**config.mk**
```make
export PLATFORM = sky130hd
export DESIGN_NAME = shift_reg_step_flat
export DESIGN_NICKNAME = d
export VERILOG_FILES = /design/src/rtl/shift_reg_step_if.sv /design/src/rtl/shift_reg_step.sv /design/src/flat_wrapper.sv
export SDC_FILE = /design/constraint.sdc
export NUM_CORES = 1
export LEC_CHECK = 0
export CORE_MARGIN = 4
export CORE_UTILIZATION = 50
export CTS_CLUSTER_SIZE = 12
export DETAILED_ROUTE_END_ITERATION = 8
export DONT_BUFFER_PORTS = 1
export GPL_TIMING_DRIVEN = 0
export PLACE_DENSITY_LB_ADDON = 0.08
export REMOVE_ABC_BUFFERS = 1
export SYNTH_ARGS = -nofsm -noshare
export SYNTH_HDL_FRONTEND = slang
export SYNTH_SLANG_ARGS = --single-unit
```
**constraint.sdc**
```tcl
create_clock -name clk_in -period 1.5 [get_ports clk_in]
set_input_delay 0.15 -clock clk_in [delete_from_list [all_inputs] [get_ports clk_in]]
set_output_delay 0.15 -clock clk_in [all_outputs]
set_load 0.01 [all_outputs]
```
**src/rtl/shift_reg_step_if.sv**
```systemverilog
`default_nettype none
// ----------------------------------------------------------------------------
// Module      : shift_reg_step_if
// Description : Bus bundle for the stepped universal shift register. The
//               master side drives the divided step clock, the operation
//               select and the data inputs; the slave side returns the
//               registered register contents and step status.
// Revision    : 1.0 - initial release
// ----------------------------------------------------------------------------
interface shift_reg_step_if #(
  parameter int WIDTH = 8
) ();

  logic             step_clk;
  logic [2:0]       mode;
  logic [WIDTH-1:0] load_val;
  logic             ser_in;
  logic [WIDTH-1:0] q;
  logic             ser_out;
  logic             step_pulse;
  logic [7:0]       step_cnt;

  // Stimulus side: drives step clock, operation and data in.
  modport master (
    output step_clk,
    output mode,
    output load_val,
    output ser_in,
    input  q,
    input  ser_out,
    input  step_pulse,
    input  step_cnt
  );

  // Register side: consumes step clock, operation and data, returns state.
  modport slave (
    input  step_clk,
    input  mode,
    input  load_val,
    input  ser_in,
    output q,
    output ser_out,
    output step_pulse,
    output step_cnt
  );

endinterface
`default_nettype wire

```
**src/rtl/shift_reg_step.sv**
```systemverilog
`default_nettype none
// ----------------------------------------------------------------------------
// Module      : shift_reg_step
// Description : Universal shift register advancing one operation per rising
//               edge of a slow divided clock. The divided clock is treated as
//               asynchronous data: synchronized, edge-detected and turned
//               into a one-cycle enable in the clk_in domain.
// Revision    : 1.0 - initial release
// ----------------------------------------------------------------------------
module shift_reg_step #(
  parameter int WIDTH       = 8,
  parameter int SYNC_STAGES = 2
) (
  input  wire logic          clk_in,
  input  wire logic          rst,
  shift_reg_step_if.slave    bus
);

  localparam int MSB = WIDTH - 1;

  localparam logic [2:0] c_MODE_HOLD = 3'b000;
  localparam logic [2:0] c_MODE_SHL  = 3'b001;
  localparam logic [2:0] c_MODE_SHR  = 3'b010;
  localparam logic [2:0] c_MODE_ROL  = 3'b011;
  localparam logic [2:0] c_MODE_ROR  = 3'b100;
  localparam logic [2:0] c_MODE_LOAD = 3'b101;
  localparam logic [2:0] c_MODE_JOHN = 3'b110;
  localparam logic [2:0] c_MODE_CLR  = 3'b111;

  // --------------------------------------------------------------------------
  // Step clock synchronizer and edge detector
  // --------------------------------------------------------------------------
  logic [SYNC_STAGES-1:0] r_sync;
  logic [SYNC_STAGES-1:0] w_sync_d;
  logic                   r_prev;
  logic                   w_step;
  logic                   r_step_en;

  assign w_sync_d[0] = bus.step_clk;

  generate
    for (genvar i = 1; i < SYNC_STAGES; i++) begin : g_sync
      assign w_sync_d[i] = r_sync[i-1];
    end
  endgenerate

  // Synchronizer chain and edge history; reset high so a step clock that is
  // already high when reset releases never looks like a rising edge.
  always_ff @(posedge clk_in) begin
    if (rst) begin
      r_sync <= '1;
      r_prev <= 1'b1;
    end else begin
      r_sync <= w_sync_d;
      r_prev <= r_sync[SYNC_STAGES-1];
    end
  end

  assign w_step = r_sync[SYNC_STAGES-1] & ~r_prev;

  // Register the detected edge so the operation executes one cycle later;
  // reset drops any step that is still pending.
  always_ff @(posedge clk_in) begin
    if (rst) begin
      r_step_en <= 1'b0;
    end else begin
      r_step_en <= w_step;
    end
  end

  // --------------------------------------------------------------------------
  // Register datapath
  // --------------------------------------------------------------------------
  logic [WIDTH-1:0] r_q;
  logic             r_ser;
  logic [7:0]       r_cnt;
  logic             r_pulse;

  logic [WIDTH-1:0] w_q_nxt;
  logic             w_ser_nxt;
  logic [7:0]       w_cnt_nxt;

  // Next-state selection; everything holds unless this is the step cycle.
  always_comb begin
    w_q_nxt   = r_q;
    w_ser_nxt = r_ser;
    w_cnt_nxt = r_cnt;
    if (r_step_en) begin
      case (bus.mode)
        c_MODE_HOLD: begin
          w_q_nxt = r_q;
        end
        c_MODE_SHL: begin
          w_q_nxt   = {r_q[MSB-1:0], bus.ser_in};
          w_ser_nxt = r_q[MSB];
          w_cnt_nxt = r_cnt + 8'd1;
        end
        c_MODE_SHR: begin
          w_q_nxt   = {bus.ser_in, r_q[MSB:1]};
          w_ser_nxt = r_q[0];
          w_cnt_nxt = r_cnt + 8'd1;
        end
        c_MODE_ROL: begin
          w_q_nxt   = {r_q[MSB-1:0], r_q[MSB]};
          w_ser_nxt = r_q[MSB];
          w_cnt_nxt = r_cnt + 8'd1;
        end
        c_MODE_ROR: begin
          w_q_nxt   = {r_q[0], r_q[MSB:1]};
          w_ser_nxt = r_q[0];
          w_cnt_nxt = r_cnt + 8'd1;
        end
        c_MODE_LOAD: begin
          w_q_nxt   = bus.load_val;
          w_cnt_nxt = r_cnt + 8'd1;
        end
        c_MODE_JOHN: begin
          w_q_nxt   = {r_q[MSB-1:0], ~r_q[MSB]};
          w_ser_nxt = r_q[MSB];
          w_cnt_nxt = r_cnt + 8'd1;
        end
        c_MODE_CLR: begin
          w_q_nxt   = '0;
          w_ser_nxt = 1'b0;
          w_cnt_nxt = '0;
        end
        default: begin
          w_q_nxt = r_q;
        end
      endcase
    end
  end

  // State and status registers; the pulse marks the cycle after execution.
  always_ff @(posedge clk_in) begin
    if (rst) begin
      r_q     <= '0;
      r_ser   <= 1'b0;
      r_cnt   <= '0;
      r_pulse <= 1'b0;
    end else begin
      r_q     <= w_q_nxt;
      r_ser   <= w_ser_nxt;
      r_cnt   <= w_cnt_nxt;
      r_pulse <= r_step_en;
    end
  end

  assign bus.q          = r_q;
  assign bus.ser_out    = r_ser;
  assign bus.step_cnt   = r_cnt;
  assign bus.step_pulse = r_pulse;

endmodule
`default_nettype wire

```
**src/flat_wrapper.sv**
```systemverilog
// flat-port wrapper written by rule: the top's interface ports become plain ports
module shift_reg_step_flat 
#(
  parameter int WIDTH       = 8,
  parameter int SYNC_STAGES = 2
)
  (clk_in, rst, bus_step_clk, bus_mode, bus_load_val, bus_ser_in, bus_q, bus_ser_out, bus_step_pulse, bus_step_cnt);
  shift_reg_step_if #(.WIDTH(WIDTH)) bus_i ();
  input  wire logic clk_in;
  input  wire logic rst;
  input wire logic [$bits(bus_i.step_clk)-1:0] bus_step_clk;
  input wire logic [$bits(bus_i.mode)-1:0] bus_mode;
  input wire logic [$bits(bus_i.load_val)-1:0] bus_load_val;
  input wire logic [$bits(bus_i.ser_in)-1:0] bus_ser_in;
  output wire logic [$bits(bus_i.q)-1:0] bus_q;
  output wire logic [$bits(bus_i.ser_out)-1:0] bus_ser_out;
  output wire logic [$bits(bus_i.step_pulse)-1:0] bus_step_pulse;
  output wire logic [$bits(bus_i.step_cnt)-1:0] bus_step_cnt;
  assign bus_i.step_clk = bus_step_clk;
  assign bus_i.mode = bus_mode;
  assign bus_i.load_val = bus_load_val;
  assign bus_i.ser_in = bus_ser_in;
  assign bus_q = bus_i.q;
  assign bus_ser_out = bus_i.ser_out;
  assign bus_step_pulse = bus_i.step_pulse;
  assign bus_step_cnt = bus_i.step_cnt;
  shift_reg_step #(.WIDTH(WIDTH), .SYNC_STAGES(SYNC_STAGES)) u_core (.clk_in(clk_in), .rst(rst), .bus(bus_i));
endmodule
```
==> impl_metrics.sql, run 1 <==
INSERT INTO impl_metrics (metric_group, metric, value, unit) VALUES
('worst_setup_path', 'critical_path.startpoint_type', 'register', ''),
('synthesis', 'primary_ff_master_synth', 'dfxtp_1', ''),
('placed_design', 'portBuffers', '0', ''),
('route', 'vias', '1036', ''),
('timing', 'grt_setup_unrepaired', 'no', ''),
('route', 'total_detailed_routing_wirelength', '2.81', 'mm'),
('clocking', 'cts_htree_levels', '1', ''),
('worst_setup_path', 'path_cells', 'o31ai_2 -> nor4_2 -> xnor2_1 -> nor2_2', ''),
('min_path', 'min-delay-start', 'bus_mode[0]', ''),
('synthesis', 'netlist_top_cells_area', 'dfxtp_1, buf_6, nor2_1', ''),
('synthesis', 'synth_area', '1290', 'um2'),
('timing', 'finalSetupViolations', '0', ''),
('worst_setup_path', 'crit_arrival', '1.57', 'ns'),
('final_layout', 'post_route_cells_drive_above_1_share', '0.176', ''),
('clocking', 'clk-insertion-delay-late', '0.30', 'ns'),
('worst_setup_path', 'cpMaxStageDelayCell', 'dfxtp_2', ''),
('timing', 'maxSlewHeadroom', '0.577', ''),
('floorplanning', 'die_w', '58.7', 'um'),
('clocking', 'clock_tree_buffer_depth', '2', ''),
('synthesis', 'synth.cells.most_frequent', 'dfxtp_1, nor2_1, nand2_1, nand2b_1, or3_1', ''),
('synthesis', 'synth-seq-cells', '22', ''),
('worst_setup_path', 'worst_path_top_cell_family_by_delay', 'flip-flops', ''),
('timing', 'timing_max_transition_violations_final', '0', ''),
('clocking', 'ctsRootBufferMaster', 'clkbuf_4', ''),
('final_layout', 'area_growth_syn_to_layout', '2.04', '%'),
('route', 'detailedRoute.firstPassIterationCount', '4', ''),
('route', 'remaining_drc_errors', '0', ''),
('placed_design', 'gp_congestion', '0.785', ''),
('synthesis', 'syn-instance-count', '144', ''),
('worst_setup_path', 'critical_path_class', 'reg -> reg', ''),
('timing', 'post-route-min-period', '1.36', 'ns'),
('global_routing', 'grt_start_max_net_pins', '29', ''),
('power_and_ir_drop', 'power.leakage', '0.444', 'nW'),
('synthesis', 'yosysUniqueCellTypes', '44', ''),
('clocking', 'numCtsBuffers', '3', ''),
('floorplanning', 'floorplan.core_area', '2480', 'um2'),
('timing', 'setup_tns', '0', 'ns'),
('synthesis', 'synth_enable_flop_cells', '0', ''),
('worst_setup_path', 'worstPathRequired', '1.71', 'ns'),
('timing', 'max_clock_freq', '0.734', 'GHz'),
('global_routing', 'grt_util_all_layers', '0.175', ''),
('floorplanning', 'die-height', '58.7', 'um'),
('synthesis', 'async_flop_share', '0', ''),
('route', 'initial_drc_count', '35', ''),
('clocking', 'cts.sink_count', '22', ''),
('worst_setup_path', 'worstSetupEndpointType', 'register', ''),
('route', 'route.detailed.vias_per_inst', '6.02', ''),
('worst_setup_path', 'worst_path_maximum_fanout', '15', ''),
('synthesis', 'ys_seq_area_frac', '0.342', ''),
('route', 'detail-route-antenna-nets', '0', ''),
('outcome', 'status', 'finished clean', ''),
('global_routing', 'grt_first_pass_wirelength', '4.71', 'mm'),
('floorplanning', 'rows', '18', ''),
('timing', 'worst_clock_skew', '0.00338', 'ns'),
('worst_setup_path', 'bufs_and_invs_on_worst_path', '0', ''),
('floorplanning', 'fp.dieArea', '3450', 'um2'),
('timing', 'final_period_utilization', '0.908', ''),
('placed_design', 'placement.cell_area', '1240', 'um2'),
('final_layout', 'finish.net_count', '159', ''),
('power_and_ir_drop', 'power_density', '781', 'nW/um2'),
('final_layout', 'n_antenna_cell', '0', ''),
('synthesis', 'count_of_synthesis_stage_warnings_from_yosys', '0', ''),
('worst_setup_path', 'timing.critical_path.slowest_cell_delay', '0.53', 'ns'),
('worst_setup_path', 'critical_path.reg2reg.startpoint', 'u_core.r_step_en', ''),
('synthesis', 'yosys.cell_count.top_type', 'dfxtp_1', ''),
('floorplanning', 'starting_utilization_of_the_core_area', '0.520', ''),
('global_routing', 'grt_pass1_vias', '1014', ''),
('clocking', 'cts_tree', 'built', ''),
('power_and_ir_drop', 'worst_ir_drop_vdd', '0.610', 'mV'),
('timing', 'worst_slew_pin_slew', '0.632', 'ns'),
('floorplanning', 'num_io_pins', '33', '');
-- logic make-up after synthesis --
| kind of cell | share of synthesized area |
|---|---|
| simple gates | 0.269 |
| compound gates | 0.222 |
| flops | 0.342 |
| buf+inv | 0.0709 |
| xor+xnor | 0.0476 |
| mux | 0.0389 |
| fa+ha+maj | 0.00972 |
-- per-stage QoR --
stage	power, mW	cells	setup slack, ns	hold WS [ns]	util
after detailed placement	0.699	165	-0.198	0.219	0.503
after global routing	1.08	172	0.0280	0.0274	0.530
after global placement	0.698	165	-0.180	0.218	0.503
final	1.03	172	0.138	0.0347	0.530
after floorplan	0.686	135	0.163	0.215	-
after CTS	1.04	172	0.151	0.0222	0.530
-- cell usage in the layout (no fill, tap or decap), types with 2 or more instances in the layout --
master	instances
nor2_1	14
dfxtp_1	21
a32oi_1	6
nand2_2	2
inv_1	3
a221oi_2	2
a211oi_2	2
nand3b_1	2
xor2_1	4
clkbuf_4	3
nor3_1	6
or3_1	7
xnor2_1	3
nand2_1	13
nor3_2	2
o31ai_1	2
nand3_1	2
o21ai_1	2
or2_2	3
mux2i_1	5
a21oi_1	2
o21ai_0	3
nand2b_1	8
dlygate4sd3_1	3
nor2_2	2
-- layer usage --
metal  up-vias  global-route usage  routed length, um
li1        519                   -                  -
met1       488               0.202               1230
met2        25               0.297               1360
met3         4              0.0680                186
met4         0              0.0583                 30
met5         -                   0                  0
-- where the power goes --
part | internal [mW] | total, mW | switching, mW | leakage [nW]
Clock | 0.148 | 0.326 | 0.178 | 0.0210
Sequential | 0.593 | 0.605 | 0.0119 | 0.179
Combinational | 0.0475 | 0.0947 | 0.0471 | 0.245
Total | 0.789 | 1.03 | 0.237 | 0.444
-- area by class of cell --
cell class              instances  area (um2)  area share
multi-input cells             110         757       0.576
flip-flops and latches         22         442       0.336
well taps                      30        37.5      0.0286
clock buffers                   4        36.3      0.0276
repair buffers                  3        30.0      0.0229
inverters                       3        11.3     0.00857
-- path summary, 6_finish.rpt --
path                                               end  slack [ns]  cells past startpoint
worst max-delay path            u_core.bus.step_cnt[7]        0.14                      4
worst min-delay path            u_core.bus.step_cnt[1]        0.03                      2
worst max register to register  u_core.bus.step_cnt[7]        0.14                      4
worst min register to register        u_core.r_step_en        0.39                      1
-- what timing repair did --
| item | CTS | global route |
|---|---|---|
| buffers inserted | 0 | 0 |
| hold endpoints to repair | 15 | 0 |
| hold buffers | 3 | 0 |
| setup endpoints to repair | 10 | 0 |
| resized for setup | 2 | 0 |
-- registers in the layout, indices dropped and copies added (netlist names) --
| name | count |
|---|---|
| u_core.bus.q | 8 |
| u_core.bus.step_cnt | 8 |
| u_core.r_step_en | 1 |
| u_core.bus.ser_out | 1 |
| u_core.bus.step_pulse | 1 |
| u_core.r_prev | 1 |
| u_core.r_sync | 2 |
(Power assumes the default switching activity.)
==> run 2: changes to the inputs <==
- clock period: 1.5 -> 1.15 ns (I/O delays scaled with it)
==> impl_metrics.sql, run 2 (synthesis gave the netlist of run 1 again) <==
INSERT INTO impl_metrics (metric_group, metric, value, unit) VALUES
('outcome', 'status', 'complete, but fails checks', ''),
('outcome', 'failed_checks', 'hold timing', ''),
('timing', 'max_clock_freq', '0.879', 'GHz'),
('timing', 'maxSlewHeadroom', '0.722', ''),
('final_layout', 'area_growth_syn_to_layout', '16.4', '%'),
('clocking', 'numCtsBuffers', '3', ''),
('route', 'avgRoutedWirePerCell', '16.9', 'um'),
('placed_design', 'placement.cell_area', '1240', 'um2'),
('placed_design', 'portBuffers', '0', ''),
('global_routing', 'grt_first_pass_wirelength', '4.76', 'mm'),
('final_layout', 'n_fill_cell', '219', ''),
('route', 'vias', '1059', ''),
('clocking', 'cts.sink_count', '22', ''),
('timing', 'timing_max_transition_violations_final', '0', ''),
('global_routing', 'gr-total-overflow', '0', ''),
('placed_design', 'dpl_worst_slack', '-0.548', 'ns'),
('worst_setup_path', 'worst_path_maximum_fanout', '5', ''),
('timing', 'hold_slack', '-0.161', 'ns'),
('final_layout', 'finish.instance_area', '1500', 'um2'),
('worst_setup_path', 'crit_arrival', '1.35', 'ns'),
('worst_setup_path', 'critical_path_class', 'reg -> reg', ''),
('worst_setup_path', 'worstPathRequired', '1.36', 'ns'),
('floorplanning', 'die_w', '58.7', 'um'),
('placed_design', 'place.detailed.instances', '165', ''),
('timing', 'hold_viol', '15', ''),
('floorplanning', 'starting_utilization_of_the_core_area', '0.520', ''),
('timing', 'finalSetupViolations', '0', ''),
('timing', 'post-route-min-period', '1.14', 'ns'),
('clocking', 'cts_htree_levels', '1', ''),
('final_layout', 'instances_no_fill', '175', ''),
('placed_design', 'gp_congestion', '0.785', ''),
('clocking', 'clock_tree_buffer_depth', '2', ''),
('floorplanning', 'rows', '18', ''),
('final_layout', 'most-common-layout-cells', 'nor2_1, nand2_1, dfxtp_4', ''),
('route', 'remaining_drc_errors', '0', ''),
('route', 'total_detailed_routing_wirelength', '2.95', 'mm'),
('route', 'detailedRoute.firstPassIterationCount', '4', ''),
('floorplanning', 'fp.dieArea', '3450', 'um2'),
('final_layout', 'sequential_area', '482', 'um2'),
('timing', 'worst_slew_pin_slew', '0.417', 'ns'),
('final_layout', 'n_antenna_cell', '0', ''),
('final_layout', 'multi_input_area', '882', 'um2'),
('timing', 'final_period_utilization', '0.990', ''),
('placed_design', 'final_hpwl_from_detailed_placement', '1.81', 'mm'),
('clocking', 'ctsRootBufferMaster', 'clkbuf_4', ''),
('global_routing', 'grt_start_max_net_pins', '29', ''),
('final_layout', 'post_route_cells_drive_above_1_share', '0.400', ''),
('global_routing', 'grt_util_all_layers', '0.176', ''),
('timing', 'fin_ws', '0.0119', 'ns'),
('worst_setup_path', 'critical_path.startpoint_type', 'register', ''),
('route', 'detail-route-antenna-nets', '0', ''),
('clocking', 'cts_tree', 'built', ''),
('min_path', 'hold_path.class', 'in -> reg', ''),
('power_and_ir_drop', 'power.leakage', '0.507', 'nW'),
('timing', 'worst_clock_skew', '0.00703', 'ns'),
('timing', 'setup_tns', '0', 'ns'),
('floorplanning', 'floorplan.core_area', '2480', 'um2'),
('timing', 'grt_setup_unrepaired', 'yes', ''),
('clocking', 'cts.clk_slew.worst_paths', '0.13', 'ns'),
('power_and_ir_drop', 'power_density', '890', 'nW/um2'),
('global_routing', 'grt_antenna_before_repair', '0', ''),
('final_layout', 'layout.cells.most_common', 'nor2_1', ''),
('floorplanning', 'die-height', '58.7', 'um'),
('clocking', 'postCtsHoldBufs', '2', ''),
('job', 'maxCapViolations', '0', ''),
('route', 'route.detailed.vias_per_inst', '6.05', ''),
('route', 'initial_drc_count', '67', ''),
('floorplanning', 'num_io_pins', '33', ''),
('power_and_ir_drop', 'worst_ir_drop_vdd', '0.826', 'mV'),
('global_routing', 'grt_pass1_vias', '1035', ''),
('clocking', 'clk-insertion-delay-late', '0.31', 'ns'),
('final_layout', 'finish.net_count', '162', ''),
('worst_setup_path', 'worstSetupEndpointType', 'register', '');
-- run 2: repair_timing --
item,CTS,global route
cloned,0,0
hold endpoints to repair,15,15
buffers inserted,3,1
gates resized for setup,18,28
endpoints found under the setup margin,16,14
pin swaps,4,15
-- run 2: through the flow --
step                      power (mW)   util  hold WS [ns]
final                           1.33  0.605        -0.161
after global routing            1.40  0.605        -0.183
after CTS                       1.33  0.549        -0.162
after detailed placement       0.912  0.503         0.184
after global placement         0.910  0.503         0.183
after floorplan                0.894      -         0.180
-- run 2: routing by layer --
layer	global-route usage	up-vias	part of all wire
li1	-	521	-
met1	0.199	504	0.43
met2	0.303	30	0.49
met3	0.0658	4	0.067
met4	0.0583	0	0.0091
met5	0	-	0
-- run 2: final timing paths --
kind / endpoint / slack [ns] / depth (start not counted) / start
hold reg to reg: u_core.r_sync[1] / 0.43 / 1 / u_core.r_sync[0]
hold / removal: u_core.bus.step_cnt[1] / -0.16 / 1 / rst
setup reg to reg: u_core.bus.q[2] / 0.01 / 3 / u_core.bus.q[3]
setup / recovery: u_core.bus.q[2] / 0.01 / 3 / u_core.bus.q[3]
-- run 2: final cells by class --
type | count | area share
timing repair buffer | 6 | 0.0334
tap | 30 | 0.0250
multi-input combinational | 110 | 0.588
clock buffer | 4 | 0.0242
inverter | 3 | 0.00751
sequential | 22 | 0.321
-- run 2: where the power goes --
part / internal [mW] / leakage (nW) / switching (mW)
combinational: 0.0728 / 0.298 / 0.0589
clock: 0.193 / 0.0210 / 0.237
sequential: 0.756 / 0.188 / 0.0160
-- run 2: worst max-delay path, stage by stage (launching register included) --
cell and delay (ns):
dfxtp_4 0.39, or3_4 0.38, a32oi_2 0.20, nor3_1 0.07
